**src/rtl/tff_arbiter_pkg.sv**
```systemverilog
// Shared types and defaults for the T flip-flop arbiter.
package tff_arbiter_pkg;

  localparam int unsigned NreqDefault = 4;
  localparam int unsigned NtogDefault = 1;
  localparam int unsigned CntW        = 3;

  typedef enum logic [1:0] {
    StIdle   = 2'd0,
    StGrant  = 2'd1,
    StSettle = 2'd2,
    StDone   = 2'd3
  } state_e;

endpackage

```
**src/rtl/tff_arbiter_if.sv**
```systemverilog
// Requester and shared-flop signals of the T flip-flop arbiter.
interface tff_arbiter_if #(
  parameter int unsigned NREQ = tff_arbiter_pkg::NreqDefault
) ();

  logic [NREQ-1:0] req;
  logic            q_in;
  logic            t_out;
  logic [NREQ-1:0] gnt;
  logic [NREQ-1:0] done;
  logic            q_snap;
  logic            busy;

  modport slave (
    input  req,
    input  q_in,
    output t_out,
    output gnt,
    output done,
    output q_snap,
    output busy
  );

  modport master (
    output req,
    output q_in,
    input  t_out,
    input  gnt,
    input  done,
    input  q_snap,
    input  busy
  );

endinterface

```
**src/rtl/tff_arbiter_rr_pick.sv**
```systemverilog
// Combinational round-robin picker: first set request after index 'last', wrapping.
module rr_pick #(
  parameter int unsigned NREQ = 4,
  parameter int unsigned IdxW = 2
) (
  input  logic [NREQ-1:0] req,
  input  logic [IdxW-1:0] last,
  output logic [NREQ-1:0] winner,
  output logic [IdxW-1:0] index
);

  int unsigned j;
  logic [IdxW-1:0] j_idx;
  logic found;

  always_comb begin
    winner = '0;
    index  = '0;
    found  = 1'b0;
    j      = 0;
    j_idx  = '0;
    for (int unsigned i = 1; i <= NREQ; i++) begin
      j     = (32'(last) + i) % NREQ;
      j_idx = IdxW'(j);
      if (!found && req[j_idx]) begin
        found         = 1'b1;
        winner[j_idx] = 1'b1;
        index         = j_idx;
      end
    end
  end

endmodule

```
**src/rtl/tff_arbiter.sv**
```systemverilog
// Round-robin arbiter granting NREQ requesters NTOG toggles of one shared T flip-flop.
module tff_arbiter
  import tff_arbiter_pkg::*;
#(
  parameter int unsigned NREQ = NreqDefault,
  parameter int unsigned NTOG = NtogDefault
) (
  input  logic          c,
  input  logic          r,
  tff_arbiter_if.slave  bus
);

  localparam int unsigned IdxW = (NREQ > 1) ? $clog2(NREQ) : 1;

  state_e          state_q, state_d;
  logic [CntW-1:0] cnt_q, cnt_d;
  logic [NREQ-1:0] gnt_q, gnt_d;
  logic [NREQ-1:0] done_q, done_d;
  logic [NREQ-1:0] pick_oh;
  logic [IdxW-1:0] last_q, last_d;
  logic [IdxW-1:0] win_q, win_d;
  logic [IdxW-1:0] pick_idx;
  logic            t_q, t_d;
  logic            snap_q, snap_d;
  logic            busy_q, busy_d;
  logic            withdrawn;

  rr_pick #(
    .NREQ (NREQ),
    .IdxW (IdxW)
  ) u_rr_pick (
    .req    (bus.req),
    .last   (last_q),
    .winner (pick_oh),
    .index  (pick_idx)
  );

  assign withdrawn = !bus.req[win_q];

  always_comb begin
    state_d = state_q;
    cnt_d   = cnt_q;
    gnt_d   = gnt_q;
    done_d  = '0;
    last_d  = last_q;
    win_d   = win_q;
    t_d     = t_q;
    snap_d  = snap_q;
    unique case (state_q)
      StIdle: begin
        gnt_d = '0;
        t_d   = 1'b0;
        if (|bus.req) begin
          state_d = StGrant;
          gnt_d   = pick_oh;
          win_d   = pick_idx;
          cnt_d   = CntW'(NTOG);
          t_d     = 1'b1;
        end
      end
      StGrant: begin
        if (withdrawn) begin
          state_d = StIdle;
          gnt_d   = '0;
          t_d     = 1'b0;
          last_d  = win_q;
        end else if (cnt_q == CntW'(1)) begin
          state_d = StSettle;
          t_d     = 1'b0;
        end else begin
          cnt_d = cnt_q - CntW'(1);
        end
      end
      StSettle: begin
        // Flop output has had a full cycle to settle after the last toggle.
        if (withdrawn) begin
          state_d = StIdle;
          gnt_d   = '0;
          last_d  = win_q;
        end else begin
          state_d = StDone;
          snap_d  = bus.q_in;
          done_d  = gnt_q;
        end
      end
      StDone: begin
        state_d = StIdle;
        gnt_d   = '0;
        last_d  = win_q;
      end
      default: state_d = StIdle;
    endcase
    busy_d = (state_d != StIdle);
  end

  always_ff @(posedge c) begin
    if (r) begin
      state_q <= StIdle;
      cnt_q   <= '0;
      gnt_q   <= '0;
      done_q  <= '0;
      last_q  <= IdxW'(NREQ - 1);
      win_q   <= '0;
      t_q     <= 1'b0;
      snap_q  <= 1'b0;
      busy_q  <= 1'b0;
    end else begin
      state_q <= state_d;
      cnt_q   <= cnt_d;
      gnt_q   <= gnt_d;
      done_q  <= done_d;
      last_q  <= last_d;
      win_q   <= win_d;
      t_q     <= t_d;
      snap_q  <= snap_d;
      busy_q  <= busy_d;
    end
  end

  assign bus.t_out  = t_q;
  assign bus.gnt    = gnt_q;
  assign bus.done   = done_q;
  assign bus.q_snap = snap_q;
  assign bus.busy   = busy_q;

endmodule

```
**src/flat_wrapper.sv**
```systemverilog
// flat-port wrapper written by rule: the top's interface ports become plain ports
module tff_arbiter_flat import tff_arbiter_pkg::*;
#(
  parameter int unsigned NREQ = NreqDefault,
  parameter int unsigned NTOG = NtogDefault
)
  (c, r, bus_req, bus_q_in, bus_t_out, bus_gnt, bus_done, bus_q_snap, bus_busy);
  tff_arbiter_if #(.NREQ(NREQ)) bus_i ();
  input  logic c;
  input  logic r;
  input wire logic [$bits(bus_i.req)-1:0] bus_req;
  input wire logic [$bits(bus_i.q_in)-1:0] bus_q_in;
  output wire logic [$bits(bus_i.t_out)-1:0] bus_t_out;
  output wire logic [$bits(bus_i.gnt)-1:0] bus_gnt;
  output wire logic [$bits(bus_i.done)-1:0] bus_done;
  output wire logic [$bits(bus_i.q_snap)-1:0] bus_q_snap;
  output wire logic [$bits(bus_i.busy)-1:0] bus_busy;
  assign bus_i.req = bus_req;
  assign bus_i.q_in = bus_q_in;
  assign bus_t_out = bus_i.t_out;
  assign bus_gnt = bus_i.gnt;
  assign bus_done = bus_i.done;
  assign bus_q_snap = bus_i.q_snap;
  assign bus_busy = bus_i.busy;
  tff_arbiter #(.NREQ(NREQ), .NTOG(NTOG)) u_core (.c(c), .r(r), .bus(bus_i));
endmodule
```
**config.mk**
```make
export PLATFORM = sky130hd
export DESIGN_NAME = tff_arbiter_flat
export DESIGN_NICKNAME = d
export VERILOG_FILES = /design/src/rtl/tff_arbiter_pkg.sv /design/src/rtl/tff_arbiter_if.sv /design/src/rtl/tff_arbiter_rr_pick.sv /design/src/rtl/tff_arbiter.sv /design/src/flat_wrapper.sv
export SDC_FILE = /design/constraint.sdc
export NUM_CORES = 1
export LEC_CHECK = 0
export BUFFER_PORTS_ARGS = -buffer_cell sky130_fd_sc_hd__buf_2
export CAP_MARGIN = 20
export CORE_ASPECT_RATIO = 1.2
export CORE_MARGIN = 10
export CORE_UTILIZATION = 51
export DETAILED_ROUTE_END_ITERATION = 10
export PLACE_DENSITY = 0.75
export SETUP_SLACK_MARGIN = 0.3
export SYNTH_ARGS = -nofsm -noshare
export SYNTH_HDL_FRONTEND = slang
export SYNTH_SLANG_ARGS = --single-unit
```
**constraint.sdc**
```tcl
create_clock -name c -period 2.1 [get_ports c]
set_clock_uncertainty 0.2 [all_clocks]
set_input_delay 0.105 -clock c [delete_from_list [all_inputs] [get_ports c]]
set_output_delay 0.105 -clock c [all_outputs]
set_load 0.05 [all_outputs]
```
==> results by group <==
Status
  – Outcome: finished, final reports clean

Clocking
  – TritonCTS Buffers: 3
  – CTS H-Tree Depth: 1
  – Root Driver: clkbuf_4
  – Sink Count: 20
  – Skew-Pair Late Insertion Delay: approximately 300 ps
  – CTS Buffer Depth: 2
  – Worst-path clk slew: 120 ps
  – CTS tree: built

Worst setup path
  – Largest stage delay, worst path: approximately 440 ps
  – Critical R2R Launch: u_core.last_q[0]$_SDFFE_PP1P_
  – Bufs and invs on worst path: 1
  – R2R cell count: 7
  – Slowest cell on the critical path: dfxtp_4
  – R2R setup slack: approximately 55 ps
  – CP delay by family, top: compound AO/OA/AOI/OAI gates
  – Setup CP Type: flop to flop
  – Worst path cell trace: inv_6, ha_4, mux4_2, nor2b_4, a22oi_2, a21oi_1, a221o_1
  – WP data required: approximately 2100 ps
  – Worst Path Arrival: between 2000 and 2500 ps
  – Max FO, Critical Path: 7
  – Startpoint Class: flop
  – CP Capture Type: flop
  – R2r endpoint: u_core.bus.gnt[1]$_SDFF_PP0_

Detailed routing
  – Routed Antenna Nets: 0
  – WL/cell: about 16 µm
  – Vias/cell: between 5 and 6
  – DRT Pass-1 Iters: 4
  – Total number of vias: between 1000 and 1500
  – DRC errors left: 0
  – Final WL: 3304 µm
  – Initial DRC count: 38

Global routing
  – First-pass GRT wire length: approximately 5400 µm
  – Largest net degree at the start of global routing: 15
  – Total gr overflow: 0
  – Initial antenna violation count: 0
  – Number of global-route vias before repair: roughly 1200
  – Total GRT Usage: between 10% and 20%

Synth
  – Synth top area cells: dfxtp_1 30%, ha_1 12%, mux4_2 5.0%, a21oi_1 4.1%, a221o_1 3.7%
  – XOR/XNOR share of the synthesized area: between 1 and 1.5%
  – Post-Syn Area per Cell: 9.818 µm²
  – Post-synth EDFFs: 0
  – Most used flip-flop cell after synthesis: dfxtp_1
  – Mapped Cells: between 100 and 150
  – Share of the synthesized area in the top cell type: 29.77%
  – Mux cell area share after synthesis: 11.26%
  – Synth Area in Compound Gates: between 20% and 30%
  – Largest family of logic cells by synthesized area: compound AO/OA/AOI/OAI gates
  – Adder-cell area share of the yosys netlist: around 12%
  – Simple-Gate Fraction of Synth Area: 14.42%
  – Mapped Area: approximately 1300 µm²
  – Syn_nets: 157
  – Library cells used by synthesis: 43
  – Asr flop ratio synth: 0%
  – Yosys warning count: 0
  – Seq cells post-synth: 20
  – Cell taking the most area after synthesis: dfxtp_1
  – Seq/Total Area, Yosys: roughly 30%

Place
  – Post-placement cell area: ~1500 µm²
  – RD Place Congestion: about 0.91
  – Detail Placement HPWL: 2390 µm
  – I/O Buffers: 17

Floorplanning
  – I/O pin total: 18
  – Initial core utilization: a little over half
  – Die Ht: ~76 µm
  – Die Span X: between 60 and 70 µm
  – CORE AREA: around 2500 µm²
  – Die Area: between 5000 and 6000 µm²
  – # rows: 20

STA
  – Fin crit period: 2045 ps
  – Part of the cycle the worst path needs: 97.38%
  – Rel. slew slack: roughly two thirds
  – Final Max Slew Viols: 0
  – Unrepaired setup endpoints after global routing: true
  – Final setup fails: 0
  – Pin slew with the least headroom to its limit: 491.5 ps
  – Achievable clock frequency: around 0.49 GHz
  – Hold WS: between 150 and 200 ps
  – Hold Vio Cnt, Final: 0

Job
  – Max-Cap Viols: 0

Layout
  – Post-layout util: between 60% and 70%
  – Layout Nets: 190
  – Most common cell after layout, fill and taps aside: dfxtp_1
  – Layout cell share with drive strength beyond 1: a little over two fifths
  – Layout area overhead: 26.05%
  – Most frequent cells in the layout: 18 x dfxtp_1, 17 x buf_2, 14 x buf_4, 12 x nor2_1, 10 x ha_1
  – Antenna Cells: 0
  – Final instance area: about 1700 µm²

Pwr
  – Peak VDD IR: roughly 0.64 mV
  – P_leak: between 0.0007 and 0.0008 µW
  – Power Density: 763.4 nW/µm²
  – Total power: about 1300 µW

Worst hold path
  – Min-delay worst type: input pin to flop
  – Worst Hold End: u_core.cnt_q[2]$_SDFFE_PP0P_
  – Worst Hold Launch: bus_req[0]
  – Hold path depth: 4
[power by group]
| group | leakage (µW) | internal [µW] | switching (µW) |
|---|---|---|---|
| sequential | 0.000164 | 419 | 35.5 |
| combinational | 0.000530 | 249 | 316 |
| clock | 0.0000261 | 145 | 129 |
[sequential cells by signal, indices dropped and copies added, names as in the netlist]
register           flops
u_core.cnt_q           3
u_core.bus.busy        1
u_core.bus.t_out       1
u_core.last_q          2
u_core.win_q           2
u_core.bus.gnt         4
u_core.bus.done        4
u_core.bus.q_snap      1
u_core.state_q         2
[what timing repair did]
item | 4_1_cts | 5_1_grt
pin swaps | 3 | 3
resized for setup | 5 | 9
hold buffers | 2 | 0
endpoints found under the setup margin | 12 | 18
endpoints found under the hold margin | 7 | 0
buffers inserted | 5 | 0
[synth_stat cells, types with 2 or more instances]
library cell	count
a211o_1	2
a211oi_1	2
a21oi_1	11
a221o_1	5
a22oi_1	4
and2_1	4
buf_6	2
clkbuf_1	2
dfxtp_1	20
ha_1	13
inv_1	8
mux2_2	3
mux2i_1	5
mux4_2	3
nand2_1	4
nand3_1	2
nor2_1	12
nor2b_1	2
nor2b_4	2
o21ai_0	6
o21ai_1	2
xnor2_1	2
[through the flow]
step,TNS [ps],worst slack [ps],instances
after global routing,-3.159,-1.604,202
after global placement,0,44.37,191
final,0,55.00,202
after floorplan,-3.734,-0.9335,137
after CTS,0,58.68,202
after detailed placement,-8.599,-8.599,191
[kinds of logic (layout without fill, tap and decap cells)]
logic type	Yosys count	in the layout
buffers and inverters	13	45
XOR/XNOR	2	2
flip-flops	20	20
AO/OA/AOI/OAI	45	45
adder cells (fa/ha/maj)	13	13
multiplexers	11	11
AND/OR/NAND/NOR	33	33
[tightest hold or removal path: stages]
cell and delay, ps:
buf_2 180, o41ai_4 150, nor2_1 130, nor3_1 60
[final cells by class]
cell class | count | area [µm²]
Multi-Input combinational cell | 104 | 955.9
Fill cell | 205 | 832.0
Sequential cell | 20 | 405.4
Timing Repair Buffer | 33 | 210.2
Clock buffer | 4 | 47.55
Tap cell | 33 | 41.29
Inverter | 8 | 35.03
[how the worst max path moves through the flow]
stage | startpoint | end | slack [ps] | depth (start not counted)
after floorplan | u_core.last_q[0]$_SDFFE_PP1P_ | u_core.bus.gnt[0]$_SDFF_PP0_ | -0.9 | 8
after global placement | u_core.last_q[0]$_SDFFE_PP1P_ | u_core.bus.gnt[2]$_SDFF_PP0_ | 40 | 7
after detailed placement | u_core.last_q[0]$_SDFFE_PP1P_ | u_core.bus.gnt[3]$_SDFF_PP0_ | -9 | 7
after CTS | u_core.last_q[0]$_SDFFE_PP1P_ | u_core.win_q[1]$_SDFFE_PP0P_ | 60 | 7
after global routing | u_core.last_q[0]$_SDFFE_PP1P_ | u_core.win_q[1]$_SDFFE_PP0P_ | -2 | 7
final | u_core.last_q[0]$_SDFFE_PP1P_ | u_core.bus.gnt[1]$_SDFF_PP0_ | 60 | 7
[per-layer routing]
metal,share of wire [%],up-vias,GRT usage (%)
li1,-,571,-
met2,52,27,21.96
met5,0,-,0
met4,2.8,0,6.173
met3,4.4,12,2.500
met1,41,568,14.50
Power figures use the tool's default switching activity.
